## src/rtl/riscv_pkg.sv

```systemverilog
// riscv_pkg: shared RV64I constants, opcode map and immediate format encoding
//   XLEN/ILEN       datapath and instruction widths (only 64/32 supported)
//   OPC_*           7-bit major opcodes of the RV64I base ISA
//   imm_fmt_t       immediate format code, 0=NONE 1=I 2=S 3=B 4=U 5=J
//   is_base_opc()   true for any RV64I base opcode (used by the optional illegal flag)
package riscv_pkg;

    localparam int XLEN = 64;
    localparam int ILEN = 32;

    localparam logic [6:0] OPC_LOAD     = 7'b0000011;
    localparam logic [6:0] OPC_OP_IMM   = 7'b0010011;
    localparam logic [6:0] OPC_OP_IMM32 = 7'b0011011;
    localparam logic [6:0] OPC_JALR     = 7'b1100111;
    localparam logic [6:0] OPC_STORE    = 7'b0100011;
    localparam logic [6:0] OPC_BRANCH   = 7'b1100011;
    localparam logic [6:0] OPC_LUI      = 7'b0110111;
    localparam logic [6:0] OPC_AUIPC    = 7'b0010111;
    localparam logic [6:0] OPC_JAL      = 7'b1101111;
    localparam logic [6:0] OPC_OP       = 7'b0110011;
    localparam logic [6:0] OPC_OP32     = 7'b0111011;
    localparam logic [6:0] OPC_SYSTEM   = 7'b1110011;
    localparam logic [6:0] OPC_FENCE    = 7'b0001111;

    typedef enum logic [2:0] {
        IMM_NONE = 3'd0,
        IMM_I    = 3'd1,
        IMM_S    = 3'd2,
        IMM_B    = 3'd3,
        IMM_U    = 3'd4,
        IMM_J    = 3'd5
    } imm_fmt_t;

    function automatic logic is_base_opc(input logic [6:0] opc);
        return opc inside {OPC_LOAD, OPC_OP_IMM, OPC_OP_IMM32, OPC_JALR, OPC_STORE,
                           OPC_BRANCH, OPC_LUI, OPC_AUIPC, OPC_JAL, OPC_OP, OPC_OP32,
                           OPC_SYSTEM, OPC_FENCE};
    endfunction

endpackage

```

## src/rtl/riscv_imm_gen_if.sv

```systemverilog
// riscv_imm_gen_if: decode-stage bus between instruction source and immediate generator
//   instruction  raw 32-bit instruction word (master -> slave)
//   imm          registered sign-extended immediate (slave -> master)
//   imm_fmt      registered format code (slave -> master)
//   illegal      registered illegal-opcode flag, only with IMM_GEN_ILLEGAL_FLAG_EN
interface riscv_imm_gen_if;
    import riscv_pkg::*;

    logic [ILEN-1:0] instruction;
    logic [XLEN-1:0] imm;
    imm_fmt_t        imm_fmt;
`ifdef IMM_GEN_ILLEGAL_FLAG_EN
    logic            illegal;

    modport master (output instruction, input imm, input imm_fmt, input illegal);
    modport slave  (input instruction, output imm, output imm_fmt, output illegal);
`else
    modport master (output instruction, input imm, input imm_fmt);
    modport slave  (input instruction, output imm, output imm_fmt);
`endif

endinterface

```

## src/rtl/riscv_imm_decode.sv

```systemverilog
// riscv_imm_decode: combinational opcode-to-format map and raw immediate builder
//   i_instr  32-bit instruction word
//   o_fmt    immediate format for this opcode (IMM_NONE for R-type/system/unknown)
//   o_imm    sign-extended immediate, zero when o_fmt is IMM_NONE
module riscv_imm_decode
    import riscv_pkg::*;
(
    input  logic [ILEN-1:0] i_instr,
    output imm_fmt_t        o_fmt,
    output logic [XLEN-1:0] o_imm
);

    logic [6:0] w_opc;
    logic       w_sign;

    assign w_opc  = i_instr[6:0];
    assign w_sign = i_instr[31];

    always_comb begin
        o_fmt = IMM_NONE;
        case (w_opc)
            OPC_LOAD, OPC_OP_IMM, OPC_OP_IMM32, OPC_JALR: o_fmt = IMM_I;
            OPC_STORE:                                    o_fmt = IMM_S;
            OPC_BRANCH:                                   o_fmt = IMM_B;
            OPC_LUI, OPC_AUIPC:                           o_fmt = IMM_U;
            OPC_JAL:                                      o_fmt = IMM_J;
            default:                                      o_fmt = IMM_NONE;
        endcase
    end

    // Shift-immediates fall through as plain I-type; funct6 lands in imm[11:6].
    always_comb begin
        o_imm = '0;
        case (o_fmt)
            IMM_I: o_imm = {{(XLEN-12){w_sign}}, i_instr[31:20]};
            IMM_S: o_imm = {{(XLEN-12){w_sign}}, i_instr[31:25], i_instr[11:7]};
            IMM_B: o_imm = {{(XLEN-13){w_sign}}, i_instr[31], i_instr[7],
                            i_instr[30:25], i_instr[11:8], 1'b0};
            IMM_U: o_imm = {{(XLEN-32){w_sign}}, i_instr[31:12], 12'h000};
            IMM_J: o_imm = {{(XLEN-21){w_sign}}, i_instr[31], i_instr[19:12],
                            i_instr[20], i_instr[30:21], 1'b0};
            default: o_imm = '0;
        endcase
    end

endmodule

```

## src/rtl/riscv_imm_gen.sv

```systemverilog
// riscv_imm_gen: RV64I decode-stage immediate generator with one-cycle registered output
//   clk  rising-edge clock
//   rst  asynchronous active-high reset, clears imm/imm_fmt (and illegal)
//   bus  riscv_imm_gen_if.slave: instruction in; imm, imm_fmt (illegal) out
// Optional feature macro: IMM_GEN_ILLEGAL_FLAG_EN adds the registered illegal flag.
module riscv_imm_gen
    import riscv_pkg::*;
(
    input  logic            clk,
    input  logic            rst,
    riscv_imm_gen_if.slave  bus
);

    imm_fmt_t        w_fmt;
    logic [XLEN-1:0] w_imm;
    imm_fmt_t        r_fmt;
    logic [XLEN-1:0] r_imm;

    riscv_imm_decode u_decode (
        .i_instr (bus.instruction),
        .o_fmt   (w_fmt),
        .o_imm   (w_imm)
    );

    always_ff @(posedge clk or posedge rst) begin
        if (rst) begin
            r_imm <= '0;
            r_fmt <= IMM_NONE;
        end else begin
            r_imm <= w_imm;
            r_fmt <= w_fmt;
        end
    end

    assign bus.imm     = r_imm;
    assign bus.imm_fmt = r_fmt;

`ifdef IMM_GEN_ILLEGAL_FLAG_EN
    logic w_illegal;
    logic r_illegal;

    // Compressed encodings (low bits != 11) are illegal for this RV64I-only decoder.
    assign w_illegal = (bus.instruction[1:0] != 2'b11) || !is_base_opc(bus.instruction[6:0]);

    always_ff @(posedge clk or posedge rst) begin
        if (rst) r_illegal <= 1'b0;
        else     r_illegal <= w_illegal;
    end

    assign bus.illegal = r_illegal;
`endif

endmodule

```

## src/flat_wrapper.sv

```systemverilog
// flat-port wrapper written by rule: the top's interface ports become plain ports
module riscv_imm_gen_flat import riscv_pkg::*;
  (clk, rst, bus_instruction, bus_imm, bus_imm_fmt);
  riscv_imm_gen_if bus_i ();
  input  logic clk;
  input  logic rst;
  input wire logic [$bits(bus_i.instruction)-1:0] bus_instruction;
  output wire logic [$bits(bus_i.imm)-1:0] bus_imm;
  output wire logic [$bits(bus_i.imm_fmt)-1:0] bus_imm_fmt;
  assign bus_i.instruction = bus_instruction;
  assign bus_imm = bus_i.imm;
  assign bus_imm_fmt = bus_i.imm_fmt;
  riscv_imm_gen u_core (.clk(clk), .rst(rst), .bus(bus_i));
endmodule
```

## config.mk

```make
export PLATFORM = sky130hd
export DESIGN_NAME = riscv_imm_gen_flat
export DESIGN_NICKNAME = d
export VERILOG_FILES = /design/src/rtl/riscv_pkg.sv /design/src/rtl/riscv_imm_gen_if.sv /design/src/rtl/riscv_imm_decode.sv /design/src/rtl/riscv_imm_gen.sv /design/src/flat_wrapper.sv
export SDC_FILE = /design/constraint.sdc
export NUM_CORES = 1
export LEC_CHECK = 0
export CAP_MARGIN = 20
export CORE_ASPECT_RATIO = 1.4
export CORE_MARGIN = 5
export CORE_UTILIZATION = 45
export CTS_BUF_LIST = sky130_fd_sc_hd__clkbuf_8
export CTS_CLUSTER_DIAMETER = 60
export CTS_CLUSTER_SIZE = 10
export DETAILED_ROUTE_END_ITERATION = 8
export GPL_ROUTABILITY_DRIVEN = 0
export GPL_TIMING_DRIVEN = 0
export MAX_ROUTING_LAYER = met4
export PLACE_DENSITY = 0.94
export SYNTH_ARGS = -nofsm -noshare
export SYNTH_HDL_FRONTEND = slang
export SYNTH_HIERARCHICAL = 1
export SYNTH_SLANG_ARGS = --single-unit
```

## constraint.sdc

```tcl
create_clock -name clk -period 2.35 [get_ports clk]
set_clock_uncertainty 0.05 [all_clocks]
set_input_delay 0.47 -clock clk [delete_from_list [all_inputs] [get_ports clk]]
set_output_delay 0.47 -clock clk [all_outputs]
set_load 0.02 [all_outputs]
```

After elaboration in Yosys (flattened, before gate mapping) --
Cells that the tools add are included.
Cells by class: eq/ne operators 14, mux-type cells 2, reductions and logical operators 2
Operators with widths (number):
- one-hot mux 64 bit (5 select lines) | 1
- equality test 7 x 5 -> 1 bit (second input constant) | 3
- equality test 7 bit (second input constant) | 3
- one-hot mux 3 bit (5 select lines) | 1
- equality test 7 x 6 -> 1 bit (second input constant) | 2
- equality test 7 x 2 -> 1 bit (second input constant) | 1
- equality test 3 x 2 -> 1 bit (second input constant) | 2
- equality test 3 bit (second input constant) | 2
- OR reduction 4 bit | 1
- equality test 3 x 1 -> 1 bit (second input constant) | 1
- OR reduction 2 bit | 1
Storage, ports and cells: register bits after elaboration 67, output and inout bits 67, word-level logic and storage cells 20

Longest topological paths before layout --
Gate-level depths: netlist of run 1.
word-level depth 5, mapped depth 6, mapped depth without buffers 5

Modules after synthesis --
The synthesis of run 1 kept the hierarchy.
Modules (own cells, without submodules):
- riscv_imm_gen | times used 1, cells each 68, area an instance 1680.4 µm², seq. area each 1676.6 µm²
- riscv_imm_decode | times used 1, cells each 115, area an instance 807.0 µm², seq. area each 0.0 µm²

Worst setup path before layout of run 1 --
Ideal clock, no wire load.
path type input port to flip-flop, from in bus_instruction[3], to reg u_core.r_imm[32] (netlist: u_core/bus.imm[32]), arrival time 2977 ps, data required time 2227 ps, path slack -750 ps, stages on the path 5, buffers on the path 2, cell sequence buf_4 -> nand2b_1 -> a31oi_1 -> o31ai_1 -> buf_4
Between the ends: longest elaborated chain between the ends 5, elaborated cells between the ends (all ways) 18, classes of those cells 14 x eq/ne; 2 x mux; 2 x reduce/logical
RTL lines:
- start, declared | line flat_wrapper.sv:7 | input wire logic [$bits(bus_i.instruction)-1:0] bus_instruction;
- equality test 7 x 2 -> 1 bit, or another cell as far along | line riscv_imm_decode.sv:21 | case (w_opc)
- OR reduction 4 bit / OR reduction 2 bit (equally long branches) | line riscv_imm_decode.sv:21
- one-hot mux 3 bit (5 select lines) * | line riscv_imm_decode.sv:21
- equality test 3 bit, or another cell as far along | line riscv_imm_decode.sv:34 | case (o_fmt)
- one-hot mux 64 bit (5 select lines) * | line riscv_imm_decode.sv:34
- named net u_core.w_imm[32] | line riscv_imm_gen.sv:15 | logic [XLEN-1:0] w_imm;
- end signal, assigned | line riscv_imm_gen.sv:30 | r_imm <= w_imm;
- end, declared | line riscv_imm_gen.sv:17 | logic [XLEN-1:0] r_imm;
Mark *: on every way through the listed nets, which the timed path passes. The rest lies on a longest branch.

Worst setup path after layout of run 1 --
from in bus_instruction[2], to reg u_core.r_imm[44] (netlist: u_core/bus.imm[44])
Same word-level chain as after synthesis.

==> results.py, run 1 <==
metrics = {
    "route": {
        "drt_iter0_markers": 93,
        "dr.pass1.iters": 4,
        "wl_per_cell_um": 15.7,
        "routed_wl_um": 5760,
        "ant_nets": 0,
        "drc_errors": 0,
        "vias": 1691,
        "vias_per_cell": 4.61,
    },
    "cts": {
        "post_cts.repair.setup_buffers": 0,
        "clockBufferDepth": 2,
        "cts_root_buffer": "clkbuf_8",
        "h-tree-depth": 3,
        "cts_tree": "built",
        "cts_inserted_buffers": 9,
        "ctsHoldBuffers": 0,
        "path_clk_slew_ps": 70,
        "cts_sinks": 67,
        "cts_resized": 0,
    },
    "yosys": {
        "syn-cell-area_um2": 2490,
        "ys_ff_latch": 67,
        "syn_inst": 183,
        "synth_enable_flop_cells": 0,
        "avgSynthCellArea_um2": 13.6,
        "ys.flop_type": "dfrtp_1",
        "syn_nets": 217,
        "synth_cell_types": 36,
        "synthArstFlopShare_pct": 100,
        "ys_warn_count": 6,
        "seq_area_frac_synth_pct": 67.4,
    },
    "setup_path": {
        "crit_type": "in2reg",
        "worstSetupEndpointType": "flip-flop",
        "critPathMaxStageDelay_ps": 640,
        "crit_path_max_fanout": 21,
        "path_cells": "clkdlybuf4s50_1 -> nand2b_1 -> a31oi_1 -> o31ai_4 -> buf_8 -> buf_4",
        "worstPathArrival_ps": 2370,
        "crit_start": "bus_instruction[2]",
        "slowest_stage": "clkdlybuf4s50_1",
        "crit_family": "buffers and inverters",
        "start_kind": "input pin",
        "cp.required_ps": 2560,
        "worst-path-buf-inv": 3,
    },
    "pwr": {
        "peakVddDrop_v": 0.000445,
        "leakage_nw": 1.97,
        "seq_power_share_pct": 49.0,
        "p_sw_mw": 0.501,
        "power_frac_comb_pct": 10.1,
        "switching_share_pct": 20.8,
        "power_frac_clock_pct": 40.8,
        "p_int_mw": 1.91,
        "p_per_area_nw_per_um2": 632,
    },
    "floorplanning": {
        "pin_count": 101,
        "core-area_um2": 5450,
        "core.rowCount": 32,
        "initial_utilization_pct": 45.7,
        "die_x_um": 72.8,
        "die_h_um": 98.0,
        "dieArea_um2": 7140,
    },
    "grt": {
        "use_met3_pct": 3.81,
        "grt_pass1_wl_um": 9180,
        "globalRouteMet1Util_pct": 18.2,
        "grt_max_degree": 40,
        "use_met2_pct": 31.8,
        "first_global_vias": 1832,
        "grtUsageTotal_pct": 18.0,
        "gr-total-overflow": 0,
        "top_usage_layer": "met2",
        "antenna_found_initial": 0,
    },
    "sta": {
        "fmax_mhz": 465,
        "final.setup.tns_ps": 0,
        "rsz0062_at_grt": "no",
        "drv_slew": 0,
        "final.setup.worst_slack_ps": 197,
        "hold_viol_final": 0,
        "setup_viol_count_final": 0,
        "fin_crit_ps": 2150,
        "slew_headroom_pct": 58.5,
        "worstMarginPinSlew_ps": 623,
        "fin_crit_sh_pct": 91.6,
    },
    "finish": {
        "finalNonFillerCells": 367,
        "drive_gt1_share_pct": 20.7,
        "syn_to_final_growth_pct": 53.6,
        "fin_nets": 329,
        "final_common_cell": "clkdlybuf4s50_1",
        "final_cell_area_um2": 3820,
        "fin_util_pct": 70.2,
        "final_cell_mix": "99 x clkdlybuf4s50_1, 67 x dfrtp_1, 33 x buf_4",
        "antenna_cells": 0,
    },
    "placement": {
        "portBuffers": 99,
        "place_hpwl_um": 4540,
        "pre_cts_ws_ps": -125,
        "place_area_um2": 3610,
        "dpl.cell_count": 352,
    },
    "outcome": {
        "status": "finished clean",
    },
    "run": {
        "drv_cap": 0,
    },
    "min_path": {
        "hold_class": "in2async",
    },
}
Yosys cell counts (2+ instances only):
master    instances  area [µm²]
and2_1            6        37.5
dfrtp_1          67        1680
and3_1            3        18.8
nor2_1            3        11.3
inv_1             4        15.0
o21ai_1           4        20.0
a21o_1           19         143
a21oi_2           2        17.5
nand2b_1          3        18.8
nand2_1          11        41.3
buf_6             2        22.5
mux2i_1           2        20.0
buf_4            33         248
or2_1             2        12.5
final cells by class:
cell class	count	area (µm²)
sequential	67	1680
clock buffer	10	138
inverter	4	15.0
buffer	36	274
multi-input combinational	76	536
fill	409	1620
tap	68	85.1
timing repair buffer	101	1030
clock inverter	5	71.3
kinds of logic after synthesis:
| family | count (synthesis) | share of synthesized area [%] |
|---|---|---|
| compound gates | 36 | 11.1 |
| buf+inv | 40 | 11.6 |
| flops | 67 | 67.4 |
| mux | 2 | 0.805 |
| simple gates | 38 | 9.05 |
routing by layer:
layer / wire length, µm / share of wire [%]
met2: 3380 / 59
met5: 0 / 0
met1: 1990 / 34
met4: 118 / 2.0
met3: 281 / 4.9
worst max-delay path by stage:
stage                               to  slack [ps]  cells after the start
floorplan           u_core/bus.imm[32]          20                      5
global placement    u_core/bus.imm[36]       -1010                      5
detailed placement  u_core/bus.imm[52]        -130                      6
CTS                 u_core/bus.imm[44]         220                      6
global route        u_core/bus.imm[44]          70                      6
finish              u_core/bus.imm[44]         200                      6
power groups by stage:
stage                     clock network (mW)  registers [mW]  logic [mW]
after global placement                     0            1.20       0.235
after CTS                               1.01            1.18       0.249
after detailed placement                   0            1.21       0.248
final                                  0.986            1.18       0.245
after global routing                    1.06            1.19       0.264
after floorplan                            0            1.24      0.0776
flip-flops by register name, indices dropped and copies added, names as in the netlist:
register and flops:
u_core/bus.imm_fmt 3, u_core/bus.imm 64
through the flow:
stage / hold WS, ps / power, mW
after floorplan: 536 / 1.31
after global placement: 955 / 1.44
after detailed placement: 864 / 1.45
after CTS: 503 / 2.44
after global routing: 573 / 2.51
final: 500 / 2.41
Note: power is estimated with default switching activity, not from simulation.
==> run 2: changes to the inputs <==
--- a/config.mk
+++ b/config.mk
@@ -17,6 +17,7 @@
 export GPL_TIMING_DRIVEN = 0
 export MAX_ROUTING_LAYER = met4
 export PLACE_DENSITY = 0.94
+export SLEW_MARGIN = 20
 export SYNTH_ARGS = -nofsm -noshare
 export SYNTH_HDL_FRONTEND = slang
 export SYNTH_HIERARCHICAL = 1
==> constraint.sdc (replaced) <==
create_clock -name clk -period 2.1 [get_ports clk]
set_clock_uncertainty 0.05 [all_clocks]
set_input_delay 0.42 -clock clk [delete_from_list [all_inputs] [get_ports clk]]
set_output_delay 0.42 -clock clk [all_outputs]
set_load 0.02 [all_outputs]
==> results.py, run 2 (synthesis gave the netlist of run 1 again) <==
metrics = {
    "finish": {
        "multi_input_area_um2": 536,
        "seq_area_um2": 1680,
        "largest_reg_flops": 64,
        "syn_to_final_growth_pct": 54.5,
        "final_common_cell": "clkdlybuf4s50_1",
        "final_cell_mix": "99 x clkdlybuf4s50_1, 67 x dfrtp_1, 35 x buf_4",
        "drive_gt1_share_pct": 22.5,
        "final_cell_area_um2": 3840,
        "fin_nets": 331,
        "antenna_cells": 0,
        "nFillCells": 386,
    },
    "route": {
        "drc_errors": 0,
        "vias_per_cell": 4.66,
        "wl_per_cell_um": 15.4,
        "route.met2.wl_um": 3350,
        "wl_met3_um": 294,
        "drt_iter0_markers": 59,
        "dr.pass1.iters": 4,
        "ant_nets": 0,
        "routed_wl_um": 5690,
        "wl_met1_um": 1880,
        "vias": 1726,
        "top_layer_used": "met4",
    },
    "sta": {
        "worstMarginPinSlew_ps": 699,
        "fin_crit_ps": 1940,
        "setup_viol_count_final": 0,
        "hold_viol_final": 0,
        "rsz0062_at_grt": "no",
        "drv_slew": 0,
        "fmax_mhz": 516,
        "final.setup.worst_slack_ps": 162,
        "whs_ps": 508,
        "slew_headroom_pct": 53.3,
        "fin_crit_sh_pct": 92.3,
    },
    "setup_path": {
        "crit_type": "in2reg",
        "cp.required_ps": 2320,
        "start_kind": "input pin",
        "worstPathArrival_ps": 2160,
        "crit_path_max_fanout": 22,
        "worstSetupEndpointType": "flip-flop",
    },
    "cts": {
        "path_clk_slew_ps": 70,
        "cts_sinks": 67,
        "ctsHoldBuffers": 0,
        "cts_inserted_buffers": 9,
        "clockBufferDepth": 2,
        "cts_resized": 0,
        "post_cts.repair.setup_buffers": 0,
        "h-tree-depth": 3,
        "cts_tree": "built",
        "cts_root_buffer": "clkbuf_8",
    },
    "pwr": {
        "p_per_area_nw_per_um2": 701,
        "leakage_nw": 1.97,
        "peakVddDrop_v": 0.000405,
        "fin_total_pwr_mw": 2.70,
    },
    "floorplanning": {
        "die_h_um": 98.0,
        "die_x_um": 72.8,
        "dieArea_um2": 7140,
        "initial_utilization_pct": 45.7,
        "core.rowCount": 32,
        "pin_count": 101,
        "core-area_um2": 5450,
    },
    "placement": {
        "portBuffers": 99,
        "pre_cts_ws_ps": -337,
        "place_area_um2": 3620,
        "place_hpwl_um": 4480,
    },
    "outcome": {
        "status": "finished clean",
    },
    "grt": {
        "grt_pass1_wl_um": 9230,
        "grtUsageTotal_pct": 18.0,
        "gr-total-overflow": 0,
        "grt_max_degree": 37,
        "antenna_found_initial": 0,
        "first_global_vias": 1821,
    },
    "run": {
        "drv_cap": 0,
    },
    "min_path": {
        "hold_class": "in2async",
    },
}
## run 2: cell types whose count changed in the layout (fill, tap and decap cells not counted), sizes merged
| cell | before | now |
|---|---|---|
| buf | 37 | 39 |
| bufinv | 2 | 1 |
| clkbuf | 11 | 13 |
| clkinv | 0 | 2 |
| clkinvlp | 0 | 2 |
| inv | 7 | 3 |
## run 2: critical path, cell delays in order
cell	delay, ps
clkdlybuf4s50_1	670
nand2b_1	200
a31oi_1	130
o31ai_4	380
buf_8	220
buf_4	130
## run 2: routing by layer
metal | track usage (%) | vias up
met2 | 32.8 | 61
met5 | - | -
met1 | 17.6 | 849
li1 | - | 806
met4 | 9.52 | 0
met3 | 2.68 | 10
## run 2: how the worst max path moves through the flow
stage                                   from                 end  slack, ps  cells past startpoint
after floorplan           bus_instruction[3]  u_core/bus.imm[32]        260                      5
after global placement    bus_instruction[2]  u_core/bus.imm[43]       -620                      5
after detailed placement  bus_instruction[2]  u_core/bus.imm[42]       -340                      6
after CTS                 bus_instruction[2]  u_core/bus.imm[55]          9                      6
after global routing      bus_instruction[2]  u_core/bus.imm[42]        100                      6
final                     bus_instruction[2]  u_core/bus.imm[55]        160                      6
## run 2: where the power goes
| part | internal, mW | total [mW] | switching, mW |
|---|---|---|---|
| registers | 1.32 | 1.32 | 0.00736 |
| logic | 0.143 | 0.276 | 0.133 |
| clock network | 0.641 | 1.10 | 0.455 |
| total | 2.10 | 2.70 | 0.595 |
## run 2: metrics by stage
stage,utilization (%),instances,setup TNS [ps]
5_1_grt,70.6,370,0
6_report,70.6,370,0
4_1_cts,70.3,368,0
3_5_place_dp,66.4,352,-9270
2_1_floorplan,-,183,0
3_3_place_gp,65.8,350,-20330
## run 2: area by class of cell
class	instances	area share, %
flip-flops and latches	67	43.6
inverters	4	0.488
multi-input cells	76	13.9
well taps	68	2.21
repair buffers	103	27.1
clock inverters	4	1.24
clock buffers	12	4.30
plain buffers	36	7.13
